### src/rtl/scu_ctrl_pkg.sv
// SCU control-unit shared definitions: opcode/aluOp/redirect encodings and the per-stage control bundle.
// Pure declarations; no latency, no flow control.
package scu_ctrl_pkg;

  localparam logic [3:0] OP_NOP  = 4'b0000;
  localparam logic [3:0] OP_ST   = 4'b0011;
  localparam logic [3:0] OP_ADD  = 4'b0100;
  localparam logic [3:0] OP_INC  = 4'b0101;
  localparam logic [3:0] OP_NEG  = 4'b0110;
  localparam logic [3:0] OP_SUB  = 4'b0111;
  localparam logic [3:0] OP_J    = 4'b1000;
  localparam logic [3:0] OP_BRZ  = 4'b1001;
  localparam logic [3:0] OP_JM   = 4'b1010;
  localparam logic [3:0] OP_BRN  = 4'b1011;
  localparam logic [3:0] OP_LD   = 4'b1110;
  localparam logic [3:0] OP_SVPC = 4'b1111;

  localparam logic [3:0] ALU_NOP = 4'd0;
  localparam logic [3:0] ALU_ADD = 4'd1;
  localparam logic [3:0] ALU_NEG = 4'd2;
  localparam logic [3:0] ALU_SUB = 4'd3;
  localparam logic [3:0] ALU_MEM = 4'd4;

  localparam logic [1:0] SRC_NONE = 2'b00;
  localparam logic [1:0] SRC_EX   = 2'b01;
  localparam logic [1:0] SRC_MEM  = 2'b10;

  typedef struct packed {
    logic       reg_write;
    logic       mem_to_reg;
    logic       pc_to_reg;
    logic       mem_read;
    logic       mem_write;
    logic       alu_src;
    logic       imm_gen;
    logic       load_store;
    logic       jump;
    logic       jump_mem;
    logic       branch_z;
    logic       branch_n;
    logic [3:0] alu_op;
  } ctrl_t;

  localparam ctrl_t CTRL_NOP = '0;

endpackage

### src/rtl/scu_decoder.sv
// Combinational opcode -> control bundle decode with undefined-opcode flag; zero latency.
// No flow control; undefined opcodes (including any nonzero bits above the low nibble) decode as nop.
module scu_decoder
  import scu_ctrl_pkg::*;
#(
  parameter int OPCODE_W = 4
) (
  input  logic [OPCODE_W-1:0] opcode,
  output ctrl_t               ctrl,
  output logic                illegal
);

  logic hi_set;
  assign hi_set = (opcode >> 4) != '0;

  always_comb begin
    ctrl    = CTRL_NOP;
    illegal = 1'b0;
    if (hi_set) begin
      illegal = 1'b1;
    end else begin
      case (opcode[3:0])
        OP_NOP: ;
        OP_SVPC: begin
          ctrl.reg_write = 1'b1; ctrl.pc_to_reg = 1'b1; ctrl.alu_src = 1'b1;
          ctrl.alu_op = ALU_ADD;
        end
        OP_LD: begin
          ctrl.reg_write = 1'b1; ctrl.mem_to_reg = 1'b1; ctrl.mem_read = 1'b1;
          ctrl.load_store = 1'b1; ctrl.alu_op = ALU_MEM;
        end
        OP_ST: begin
          ctrl.mem_write = 1'b1; ctrl.load_store = 1'b1; ctrl.alu_op = ALU_MEM;
        end
        OP_ADD: begin ctrl.reg_write = 1'b1; ctrl.alu_op = ALU_ADD; end
        OP_INC: begin
          ctrl.reg_write = 1'b1; ctrl.alu_src = 1'b1; ctrl.imm_gen = 1'b1;
          ctrl.alu_op = ALU_ADD;
        end
        OP_NEG: begin ctrl.reg_write = 1'b1; ctrl.alu_op = ALU_NEG; end
        OP_SUB: begin ctrl.reg_write = 1'b1; ctrl.alu_op = ALU_SUB; end
        OP_J:   begin ctrl.jump = 1'b1; ctrl.alu_op = ALU_NOP; end
        OP_JM: begin
          ctrl.jump = 1'b1; ctrl.jump_mem = 1'b1; ctrl.mem_read = 1'b1;
          ctrl.load_store = 1'b1; ctrl.alu_op = ALU_MEM;
        end
        OP_BRZ: begin ctrl.branch_z = 1'b1; ctrl.load_store = 1'b1; ctrl.alu_op = ALU_MEM; end
        OP_BRN: begin ctrl.branch_n = 1'b1; ctrl.load_store = 1'b1; ctrl.alu_op = ALU_MEM; end
        default: illegal = 1'b1;
      endcase
    end
  end

endmodule

### src/rtl/pipelined_control_unit.sv
// SCU control: ID decode feeding ID/EX, EX/MEM, MEM/WB control registers (EX +1, MEM +2, WB +3 cycles).
// hold freezes everything; load-use stalls PC/IF-ID; EX/MEM redirects flush IF/ID and bubble younger stages.
module pipelined_control_unit
  import scu_ctrl_pkg::*;
#(
  parameter int OPCODE_W   = 4,
  parameter int ALUOP_W    = 4,
  parameter int REG_ADDR_W = 6
) (
  input  logic                  clk,
  input  logic                  rst,
  input  logic                  hold,
  input  logic                  id_valid,
  input  logic [OPCODE_W-1:0]   id_opcode,
  input  logic [REG_ADDR_W-1:0] id_rd,
  input  logic [REG_ADDR_W-1:0] id_rs,
  input  logic [REG_ADDR_W-1:0] id_rt,
  input  logic                  ex_flag_z,
  input  logic                  ex_flag_n,
  output logic                  pc_write,
  output logic                  ifid_write,
  output logic                  ifid_flush,
  output logic                  pc_redirect,
  output logic [1:0]            redirect_src,
  output logic [ALUOP_W-1:0]    ex_aluOp,
  output logic                  ex_aluSrc,
  output logic                  ex_immGen,
  output logic                  ex_loadStore,
  output logic                  mem_memRead,
  output logic                  mem_memWrite,
  output logic                  wb_regWrite,
  output logic                  wb_memtoReg,
  output logic                  wb_PCtoReg,
  output logic [REG_ADDR_W-1:0] wb_rd,
  output logic                  illegal_op
);

  ctrl_t                 dec_ctrl, id_ctrl;
  logic                  dec_illegal;
  logic [REG_ADDR_W-1:0] id_rd_eff;

  ctrl_t                 ex_c, mem_c, wb_c;
  logic [REG_ADDR_W-1:0] ex_rd, mem_rd, wb_rd_q;
  logic                  illegal_q;

  logic                  mem_redirect, ex_taken, load_use;

  scu_decoder #(.OPCODE_W(OPCODE_W)) u_dec (
    .opcode  (id_opcode),
    .ctrl    (dec_ctrl),
    .illegal (dec_illegal)
  );

  assign id_ctrl   = id_valid ? dec_ctrl : CTRL_NOP;
  assign id_rd_eff = id_valid ? id_rd : '0;

  assign mem_redirect = mem_c.jump_mem;
  assign ex_taken     = (ex_c.jump & ~ex_c.jump_mem) | (ex_c.branch_z & ex_flag_z) |
                        (ex_c.branch_n & ex_flag_n);
  // jm also reads memory, but its data goes to the PC, not a register, so it never causes load-use
  assign load_use     = id_valid & ex_c.mem_read & ~ex_c.jump_mem &
                        ((ex_rd == id_rs) | (ex_rd == id_rt));

  always_comb begin
    pc_write     = 1'b1;
    ifid_write   = 1'b1;
    ifid_flush   = 1'b0;
    pc_redirect  = 1'b0;
    redirect_src = SRC_NONE;
    if (hold) begin
      pc_write   = 1'b0;
      ifid_write = 1'b0;
    end else if (mem_redirect) begin
      ifid_flush   = 1'b1;
      pc_redirect  = 1'b1;
      redirect_src = SRC_MEM;
    end else if (ex_taken) begin
      ifid_flush   = 1'b1;
      pc_redirect  = 1'b1;
      redirect_src = SRC_EX;
    end else if (load_use) begin
      pc_write   = 1'b0;
      ifid_write = 1'b0;
    end
  end

  always_ff @(posedge clk) begin
    if (rst) begin
      ex_c      <= CTRL_NOP;
      mem_c     <= CTRL_NOP;
      wb_c      <= CTRL_NOP;
      ex_rd     <= '0;
      mem_rd    <= '0;
      wb_rd_q   <= '0;
      illegal_q <= 1'b0;
    end else if (!hold) begin
      wb_c    <= mem_c;
      wb_rd_q <= mem_rd;
      if (mem_redirect) begin
        mem_c  <= CTRL_NOP;
        mem_rd <= '0;
      end else begin
        mem_c  <= ex_c;
        mem_rd <= ex_rd;
      end
      if (mem_redirect || ex_taken || load_use) begin
        ex_c  <= CTRL_NOP;
        ex_rd <= '0;
      end else begin
        ex_c  <= id_ctrl;
        ex_rd <= id_rd_eff;
      end
      if (id_valid && dec_illegal) illegal_q <= 1'b1;
    end
  end

  assign ex_aluOp     = ALUOP_W'(ex_c.alu_op);
  assign ex_aluSrc    = ex_c.alu_src;
  assign ex_immGen    = ex_c.imm_gen;
  assign ex_loadStore = ex_c.load_store;
  assign mem_memRead  = mem_c.mem_read;
  assign mem_memWrite = mem_c.mem_write;
  assign wb_regWrite  = wb_c.reg_write;
  assign wb_memtoReg  = wb_c.mem_to_reg;
  assign wb_PCtoReg   = wb_c.pc_to_reg;
  assign wb_rd        = wb_rd_q;
  assign illegal_op   = illegal_q;

  logic unused_wb_bits;
  assign unused_wb_bits = ^wb_c;

endmodule
### config.mk
export PLATFORM = sky130hd
export DESIGN_NAME = pipelined_control_unit
export DESIGN_NICKNAME = d
export VERILOG_FILES = /design/src/rtl/scu_ctrl_pkg.sv /design/src/rtl/scu_decoder.sv /design/src/rtl/pipelined_control_unit.sv
export SDC_FILE = /design/constraint.sdc
export NUM_CORES = 1
export LEC_CHECK = 0
export CAP_MARGIN = 25
export CORE_ASPECT_RATIO = 1.5
export CORE_MARGIN = 10
export CORE_UTILIZATION = 55
export CTS_CLUSTER_DIAMETER = 60
export CTS_CLUSTER_SIZE = 10
export DETAILED_ROUTE_END_ITERATION = 8
export DONT_BUFFER_PORTS = 1
export PLACE_DENSITY = 0.71
export SYNTH_ARGS = -nofsm -noshare
export SYNTH_HDL_FRONTEND = slang
export SYNTH_SLANG_ARGS = --single-unit
### constraint.sdc
create_clock -name clk -period 2.1 [get_ports clk]
set_clock_uncertainty 0.15 [all_clocks]
set_input_delay 0.525 -clock clk [delete_from_list [all_inputs] [get_ports clk]]
set_output_delay 0.525 -clock clk [all_outputs]
set_load 0.03 [all_outputs]
==> results of run 1 <==
==> cell type report <==
| type | count | area, um^2 | share of cell area [%] |
|---|---|---|---|
| timing repair buffer | 12 | 106 | 5.27 |
| inverter | 3 | 11.3 | 0.558 |
| multi-input combinational | 117 | 898 | 44.5 |
| tap | 40 | 50.0 | 2.48 |
| clock inverter | 1 | 30.0 | 1.49 |
| clock buffer | 7 | 76.3 | 3.78 |
| sequential | 42 | 847 | 41.9 |
==> per-layer routing <==
layer  up-vias  track usage, %
li1        641               -
met1       635            13.5
met2        47            25.9
met3        13            6.71
met4         0            8.60
met5         -               0
==> state kept, by name, indices dropped and copies added (netlist names), 3 cells and up <==
signal and count:
ex_rd 6, ex_c 9, mem_c 3, wb_rd 6, ex_aluOp 3, mem_rd 6
==> cell usage after synthesis <==
cell | instances | area (um^2)
o21ai_0 | 2 | 10.0
nand2_1 | 5 | 18.8
conb_1 | 1 | 3.75
xor2_1 | 4 | 35.0
a31oi_1 | 1 | 6.26
a22oi_1 | 9 | 67.6
buf_2 | 1 | 5.00
nand4_1 | 2 | 12.5
nor3b_1 | 3 | 22.5
mux2i_1 | 10 | 100
nor4b_2 | 1 | 15.0
nor3b_4 | 1 | 18.8
inv_1 | 3 | 11.3
xnor2_1 | 8 | 70.1
a32o_1 | 10 | 100
clkbuf_1 | 7 | 26.3
nand2b_1 | 1 | 6.26
and3_1 | 1 | 6.26
buf_4 | 6 | 45.0
buf_1 | 1 | 3.75
and4b_2 | 1 | 11.3
nand3b_1 | 2 | 15.0
and2_1 | 3 | 18.8
a21oi_1 | 6 | 30.0
a41o_1 | 1 | 10.0
a22o_1 | 10 | 87.6
o21a_1 | 1 | 7.51
nor2_1 | 26 | 97.6
buf_6 | 1 | 11.3
nor2b_1 | 5 | 31.3
a21boi_0 | 1 | 7.51
dfxtp_1 | 42 | 841
nor4_2 | 2 | 25.0
==> power by group <==
| part | total [mW] | internal [mW] | switching (mW) |
|---|---|---|---|
| clock network | 0.617 | 0.355 | 0.262 |
| logic | 0.106 | 0.0518 | 0.0544 |
| registers | 0.833 | 0.811 | 0.0228 |
| total | 1.56 | 1.22 | 0.339 |
==> stage by stage <==
step	setup TNS, ns	util (%)	hold WS [ns]	power (mW)
final	-0.417	64.6	0.137	1.56
after global routing	-0.571	64.6	0.117	1.63
after CTS	-0.436	63.6	0.133	1.57
after detailed placement	-0.170	59.6	0.300	0.955
after global placement	-0.0651	59.2	0.299	0.950
after floorplan	-0.237	-	0.284	0.953
==> kinds of logic (layout without fill, tap and decap cells) <==
group / Yosys count / count (layout)
buffers and inverters: 19 / 23
multiplexers: 10 / 10
AND/OR/NAND/NOR: 53 / 53
other: 1 / 1
flip-flops: 42 / 42
XOR/XNOR: 12 / 12
AO/OA/AOI/OAI: 41 / 41
==> worst max-delay path, cell delays in order (launching register included) <==
cell	delay, ns
dfxtp_1	0.32
nand3b_1	0.27
nor4_4	0.37
nor2_2	0.08
o21a_4	0.30
==> layout by cell type (no fill, tap or decap), types with 2 or more instances in the layout <==
| cell type | netlist | layout |
|---|---|---|
| xnor2_1 | 8 | 7 |
| inv_1 | 3 | 3 |
| nor4_4 | 0 | 2 |
| dfxtp_2 | 0 | 5 |
| a21oi_1 | 6 | 4 |
| clkbuf_1 | 7 | 2 |
| a22oi_1 | 9 | 9 |
| and2_1 | 3 | 3 |
| nor2b_1 | 5 | 3 |
| xor2_1 | 4 | 4 |
| nand2_1 | 5 | 5 |
| nand3b_1 | 2 | 2 |
| nand4_1 | 2 | 2 |
| clkbuf_8 | 0 | 5 |
| nor2_1 | 26 | 25 |
| nor3b_1 | 3 | 3 |
| o21ai_0 | 2 | 2 |
| a22o_1 | 10 | 10 |
| mux2i_1 | 10 | 10 |
| buf_4 | 6 | 10 |
| dfxtp_1 | 42 | 37 |
| a32o_1 | 10 | 10 |
==> repair_timing <==
| item | in CTS | in global routing |
|---|---|---|
| buffers inserted | 1 | 1 |
| gates resized for setup | 4 | 7 |
| endpoints found under the hold margin | 0 | 0 |
| setup endpoints to repair | 2 | 5 |
| pin swaps | 0 | 2 |
==> worst paths after layout <==
check / start / to / slack (ns) / cells after the start
hold / removal: rst / mem_redirect$_SDFFE_PP0N_ / 0.14 / 1
setup / recovery: ex_c[6]$_SDFFE_PP0N_ / pc_write / -0.21 / 4
hold reg to reg: ex_c[11]$_SDFFE_PP0N_ / ex_c[11]$_SDFFE_PP0N_ / 0.32 / 1
setup reg to reg: ex_c[6]$_SDFFE_PP0N_ / ex_aluOp[1]$_SDFFE_PP0N_ / 0.21 / 7
==> results.cfg, run 1 <==
[status]
outcome = finished with violations
violations = setup timing

[logic_synthesis]
yosys_register_bits = 42
synth.distinct_cells = 33
yosysSeqAreaShare_pct = 47.3
syn_nets = 206
synth-warning-count = 0
synth_area_um2 = 1780
synth_adder_area_share_pct = 0
netlist_instances = 178
synth_compound_area_share_pct = 18.4
synth_top_family_by_area = compound AO/OA/AOI/OAI gates
synthXorXnorAreaFrac_pct = 5.91
synth_mux_area_share_pct = 5.63
synth-simple-area-share_pct = 16.8
syn_area_per_cell_um2 = 9.99

[sta]
relSlewSlack_pct = 58.3
finalCritPeriodShare_pct = 110
finalCriticalPeriod_ns = 2.31
setup_viol = 2
drv_slew = 0
setup_ws_ns = -0.209
rsz0062_at_grt = true
worst_slew_pin_slew_ns = 0.624
max_freq_mhz = 433
hold_viol_final = 0

[pwr]
irDropWorstVdd_v = 0.00103
pwr_density_cell_nw_per_um2 = 771
leakage_nw = 0.777

[cts]
htreeDepth = 2
clk_path_buf_depth = 2
ctsHoldBuffers = 0
cts_buffers = 5
cts.clk_slew.worst_paths_ns = 0.07
cts_tree = built
root_buffer = clkbuf_8
clk_latency_ns = 0.30
cts_sinks = 42

[final_layout]
synthToLayoutAreaGrowth_pct = 13.6
design_area_um2 = 2020
instances_no_fill = 222
antenna_cells = 0
nNetsFinal = 209
final_layout_size_suffix_gt1_share_pct = 19.8
nFillCells = 269

[route]
drtIter0Drc = 66
m1WireLength_um = 1420
totalWireLength_um = 4130
ant_nets = 0
route.detailed.drc = 0
routedWlPerCell_um = 18.6
wl_met3_um = 373
route.met2.wl_um = 2200
drt-pass1-iter-count = 4
highest_layer = met4
viasPerCell = 6.02
route.vias.total = 1336

[place]
post_dp_cell_area_um2 = 1860
dpl_worst_slack_ns = -0.0849
placed_cells = 212
hpwl_um = 3160
routabilityCongestion = 0.796
port-buffer-count = 0

[setup_path]
required_ns = 1.42
worstPathArrival_ns = 1.63
worstSetupStartpointType = flip-flop
critical_path_class = reg -> out
cp_max_fo = 2
end_kind = output port

[global_routing]
grt_pass1_vias = 1318
grt_overflow_total = 0
grt_max_degree = 29
antenna_found_initial = 0
grtUsageTotal_pct = 14.7
grt_pass1_wl_um = 6580

[floorplan]
dieArea_um2 = 5950
rows = 25
ios = 53
die_h_um = 89.6
die_x_um = 66.4
core-area_um2 = 3130
start_util_pct = 56.8

[min_path]
min_path_type = in -> reg

[run]
cap_violations = 0
(Power assumes the default switching activity.)
==> run 2: changes to the inputs <==
Settings changed: TNS_END_PERCENT from default to 5.
==> results.cfg, run 2 (synthesis gave the netlist of run 1 again) <==
[cts]
cts.clk_slew.worst_paths_ns = 0.07
ctsHoldBuffers = 0
cts_tree = built
htreeDepth = 2
cts_sinks = 42
clk_latency_ns = 0.29
clk_path_buf_depth = 2
cts_buffers = 5
root_buffer = clkbuf_8

[sta]
max_freq_mhz = 438
finalCriticalPeriod_ns = 2.28
rsz0062_at_grt = true
drv_slew = 0
relSlewSlack_pct = 59.4
hold_viol_final = 0
setup_ws_ns = -0.183
setup_viol = 2
worst_slew_pin_slew_ns = 0.608
finalSetupTns_ns = -0.366
finalCritPeriodShare_pct = 109

[final_layout]
final_common_cell = dfxtp_1
nNetsFinal = 211
most-common-layout-cells = 37 x dfxtp_1, 25 x nor2_1, 13 x buf_4
final_layout_size_suffix_gt1_share_pct = 20.7
synthToLayoutAreaGrowth_pct = 14.8
regMostFlops = ex_c
antenna_cells = 0
largest_reg_flops = 9
nFillCells = 264
final_core_util_pct = 65.3

[pwr]
pwr_density_cell_nw_per_um2 = 759
irDropWorstVdd_v = 0.000593
leakage_nw = 0.800

[route]
drt-pass1-iter-count = 4
ant_nets = 0
routedWlPerCell_um = 18.3
drtIter0Drc = 102
viasPerCell = 6.04
route.detailed.drc = 0
totalWireLength_um = 4110
route.vias.total = 1352

[run]
cap_violations = 0

[global_routing]
antenna_found_initial = 0
grt_max_degree = 29
grt_pass1_wl_um = 6680
grt_pass1_vias = 1356
grt_overflow_total = 0
grtUsageTotal_pct = 14.6

[setup_path]
required_ns = 1.42
worstSetupStartpointType = flip-flop
worst-r2r-setup-slack_ns = 0.23
startpoint = ex_rd[3]$_SDFFE_PP0N_
crit_end = ifid_write
critical_path_class = reg -> out
r2r_end = ex_c[4]$_SDFFE_PP0N_
end_kind = output port
worstPathArrival_ns = 1.61
r2r_start = ex_c[6]$_SDFFE_PP0N_
rr_worst_depth = 7
cp_max_fo = 4

[place]
hpwl_um = 3080
port-buffer-count = 0
routabilityCongestion = 0.753

[floorplan]
die_h_um = 89.6
start_util_pct = 56.8
ios = 53
dieArea_um2 = 5950
core-area_um2 = 3130
die_x_um = 66.4
rows = 25

[status]
violations = setup timing
outcome = finished with violations

[min_path]
min_path_type = in -> reg
-- run 2: cell count changes in the layout (fill, tap and decap cells not counted), sizes merged --
cell,delta
buf,+2
-- run 2: area by class of cell --
cell class                      instances  area, um^2  area share (%)
Clock buffer                            7        76.3            3.74
Clock inverter                          1        30.0            1.47
Inverter                                3        11.3           0.551
Tap cell                               40        50.0            2.45
Timing Repair Buffer                   14         118            5.76
Sequential cell                        42         857            42.0
Multi-Input combinational cell        117         900            44.1
-- run 2: timing repair --
action                                  CTS  global route
endpoints found under the setup margin    2             2
pin swaps                                 0             8
gates resized for setup                   7             8
buffers inserted                          0             1
-- run 2: layer usage --
layer	vias up	track usage, %	wire length (um)
li1	646	-	-
met1	657	15.1	1480
met2	39	25.2	2210
met3	10	6.09	340
met4	0	5.93	79
met5	-	0	0
-- run 2: through the flow --
stage                     total power, mW  setup WS [ns]  cells  hold slack [ns]  instance area (um^2)
after floorplan                     0.952         -0.166    178            0.284                  1810
after global placement              0.952        -0.0254    215            0.298                  1870
after detailed placement            0.955        -0.0706    215            0.306                  1870
after CTS                            1.57         -0.193    223            0.141                  1990
after global routing                 1.63         -0.276    224            0.126                  2040
final                                1.55         -0.183    224            0.151                  2040
-- run 2: worst min path at each step --
stage                                startpoint                        to  slack (ns)  depth (start not counted)
after detailed placement  ex_c[14]$_SDFFE_PP0N_     ex_c[14]$_SDFFE_PP0N_        0.31                          1
after floorplan            ex_c[7]$_SDFFE_PP0N_      ex_c[7]$_SDFFE_PP0N_        0.28                          1
after global placement     ex_c[7]$_SDFFE_PP0N_      ex_c[7]$_SDFFE_PP0N_        0.30                          1
after CTS                                   rst  wb_regWrite$_SDFFE_PP0N_        0.14                          1
final                                       rst     wb_rd[0]$_SDFFE_PP0N_        0.15                          1
after global routing                        rst    mem_rd[0]$_SDFFE_PP0N_        0.13                          1
-- run 2: power by group --
group / leakage (nW) / total, mW / internal [mW] / switching, mW
Sequential: 0.343 / 0.831 / 0.807 / 0.0238
Combinational: 0.405 / 0.109 / 0.0553 / 0.0541
Clock: 0.0524 / 0.610 / 0.356 / 0.255
-- run 2: worst max-delay path: stages, from the launching register on --
cell,delay [ns]
dfxtp_4,0.37
xnor2_2,0.14
nand4_1,0.17
nor4_4,0.29
nor2_2,0.08
o21a_4,0.28
==> run 3: changes to the inputs <==
Settings changed: CORE_UTILIZATION 55 to 61, PLACE_DENSITY 0.71 to 0.75.
Clock period 2.1 ns to 2.5 ns, I/O delays scaled along.
==> results.cfg, run 3 (synthesis gave the netlist of run 1 again) <==
[place]
placed_cells = 207
routabilityCongestion = 0.785
port-buffer-count = 0
hpwl_um = 2870
dpl_worst_slack_ns = 0.0661

[sta]
worst_slew_pin_slew_ns = 0.614
setup_ws_ns = 0.0570
finalCriticalPeriod_ns = 2.44
drv_slew = 0
hold_viol_final = 0
relSlewSlack_pct = 59.0
rsz0062_at_grt = false
setup_viol = 0
finalCritPeriodShare_pct = 97.7
max_freq_mhz = 409

[global_routing]
grt_overflow_total = 0
grtUsageTotal_pct = 13.9
grt_max_degree = 29
grt_pass1_wl_um = 6110
grt_pass1_vias = 1278
antenna_found_initial = 0

[floorplan]
start_util_pct = 65.0
die_h_um = 86.1
core-area_um2 = 2730
dieArea_um2 = 5520
rows = 23
ios = 53
die_x_um = 64.1

[cts]
clk_latency_ns = 0.29
root_buffer = clkbuf_8
cts_tree = built
cts.clk_slew.worst_paths_ns = 0.07
ctsHoldBuffers = 0
clk_path_buf_depth = 2
htreeDepth = 2
cts_buffers = 5
cts_setup_buffers = 0
cts_sinks = 42

[final_layout]
final_layout_size_suffix_gt1_share_pct = 14.0
largest_reg_flops = 9
instances_no_fill = 215
final_core_util_pct = 70.8
regMostFlops = ex_c
nFillCells = 196
final_common_cell = dfxtp_1
synthToLayoutAreaGrowth_pct = 8.94
nNetsFinal = 205
antenna_cells = 0
most-common-layout-cells = 38 x dfxtp_1, 26 x nor2_1, 10 x mux2i_1, 10 x a32o_1, 10 x a22o_1

[setup_path]
required_ns = 1.73
end_kind = output port
worstSetupStartpointType = flip-flop
worstPathCellList = xnor2_1 > nand4_1 > nor4_2 > nor2_1 > o21a_4
critical_path_class = reg -> out
crit_slowest_cell = dfxtp_2
cp_max_fo = 4
max_stage_delay_ns = 0.35
worstPathArrival_ns = 1.67

[min_path]
min_path_type = in -> reg

[route]
drtIter0Drc = 50
totalWireLength_um = 3780
drt-pass1-iter-count = 4
routedWlPerCell_um = 17.6
route.vias.total = 1283
viasPerCell = 5.97
route.detailed.drc = 0
ant_nets = 0

[pwr]
irDropWorstVdd_v = 0.000507
p_total_mw = 1.30
leakage_nw = 0.745
pwr_density_cell_nw_per_um2 = 669

[status]
outcome = completed

[run]
cap_violations = 0
run 3: cell types whose count changed in the layout (fill, tap and decap cells not counted), sizes merged:
cell  delta
buf      -6
run 3: per-layer routing:
metal  track usage, %  part of all wire [%]
met1             14.6                    38
met4             7.39                   2.6
met3             6.90                    11
met2             22.1                    48
met5                0                     0
run 3: metrics by stage:
stage,TNS [ns],hold slack [ns],area [um^2]
after floorplan,-0.108,0.284,1790
after global placement,0,0.302,1820
after detailed placement,0,0.314,1820
after CTS,0,0.241,1940
after global routing,0,0.233,1940
final,0,0.250,1940
run 3: layout make-up:
| cell class | instances | area [um^2] | share of cell area (%) |
|---|---|---|---|
| Sequential cell | 42 | 846 | 43.7 |
| Timing Repair Buffer | 8 | 72.6 | 3.75 |
| Clock buffer | 7 | 76.3 | 3.94 |
| Clock inverter | 1 | 30.0 | 1.55 |
| Multi-Input combinational cell | 117 | 855 | 44.1 |
| Inverter | 3 | 11.3 | 0.581 |
| Tap cell | 37 | 46.3 | 2.39 |
run 3: final timing paths:
kind / cells after the start / startpoint / end / slack, ns
max: 5 / ex_rd[5]$_SDFFE_PP0N_ / ifid_write / 0.06
max reg2reg: 6 / mem_redirect$_SDFFE_PP0N_ / ex_aluOp[1]$_SDFFE_PP0N_ / 0.46
min: 1 / rst / wb_rd[1]$_SDFFE_PP0N_ / 0.25
min reg2reg: 1 / ex_c[7]$_SDFFE_PP0N_ / ex_c[7]$_SDFFE_PP0N_ / 0.33
run 3: power by group:
part | total, mW | internal (mW) | switching, mW
logic | 0.0845 | 0.0415 | 0.0430
registers | 0.700 | 0.681 | 0.0194
clock network | 0.511 | 0.299 | 0.213
total | 1.30 | 1.02 | 0.275
run 3: critical path, delay by kind of cell (launching register included):
kind	cells	cell delay (ns)
DFF	1	0.35
AOI/OAI and AO/OA	1	0.28
and+or+nand+nor	3	0.56
xor gates and xnor gates	1	0.19
run 3: repair_timing:
action                                  CTS  global route
pin swaps                                 0             1
endpoints found under the setup margin    2             2
resized for setup                         4             1
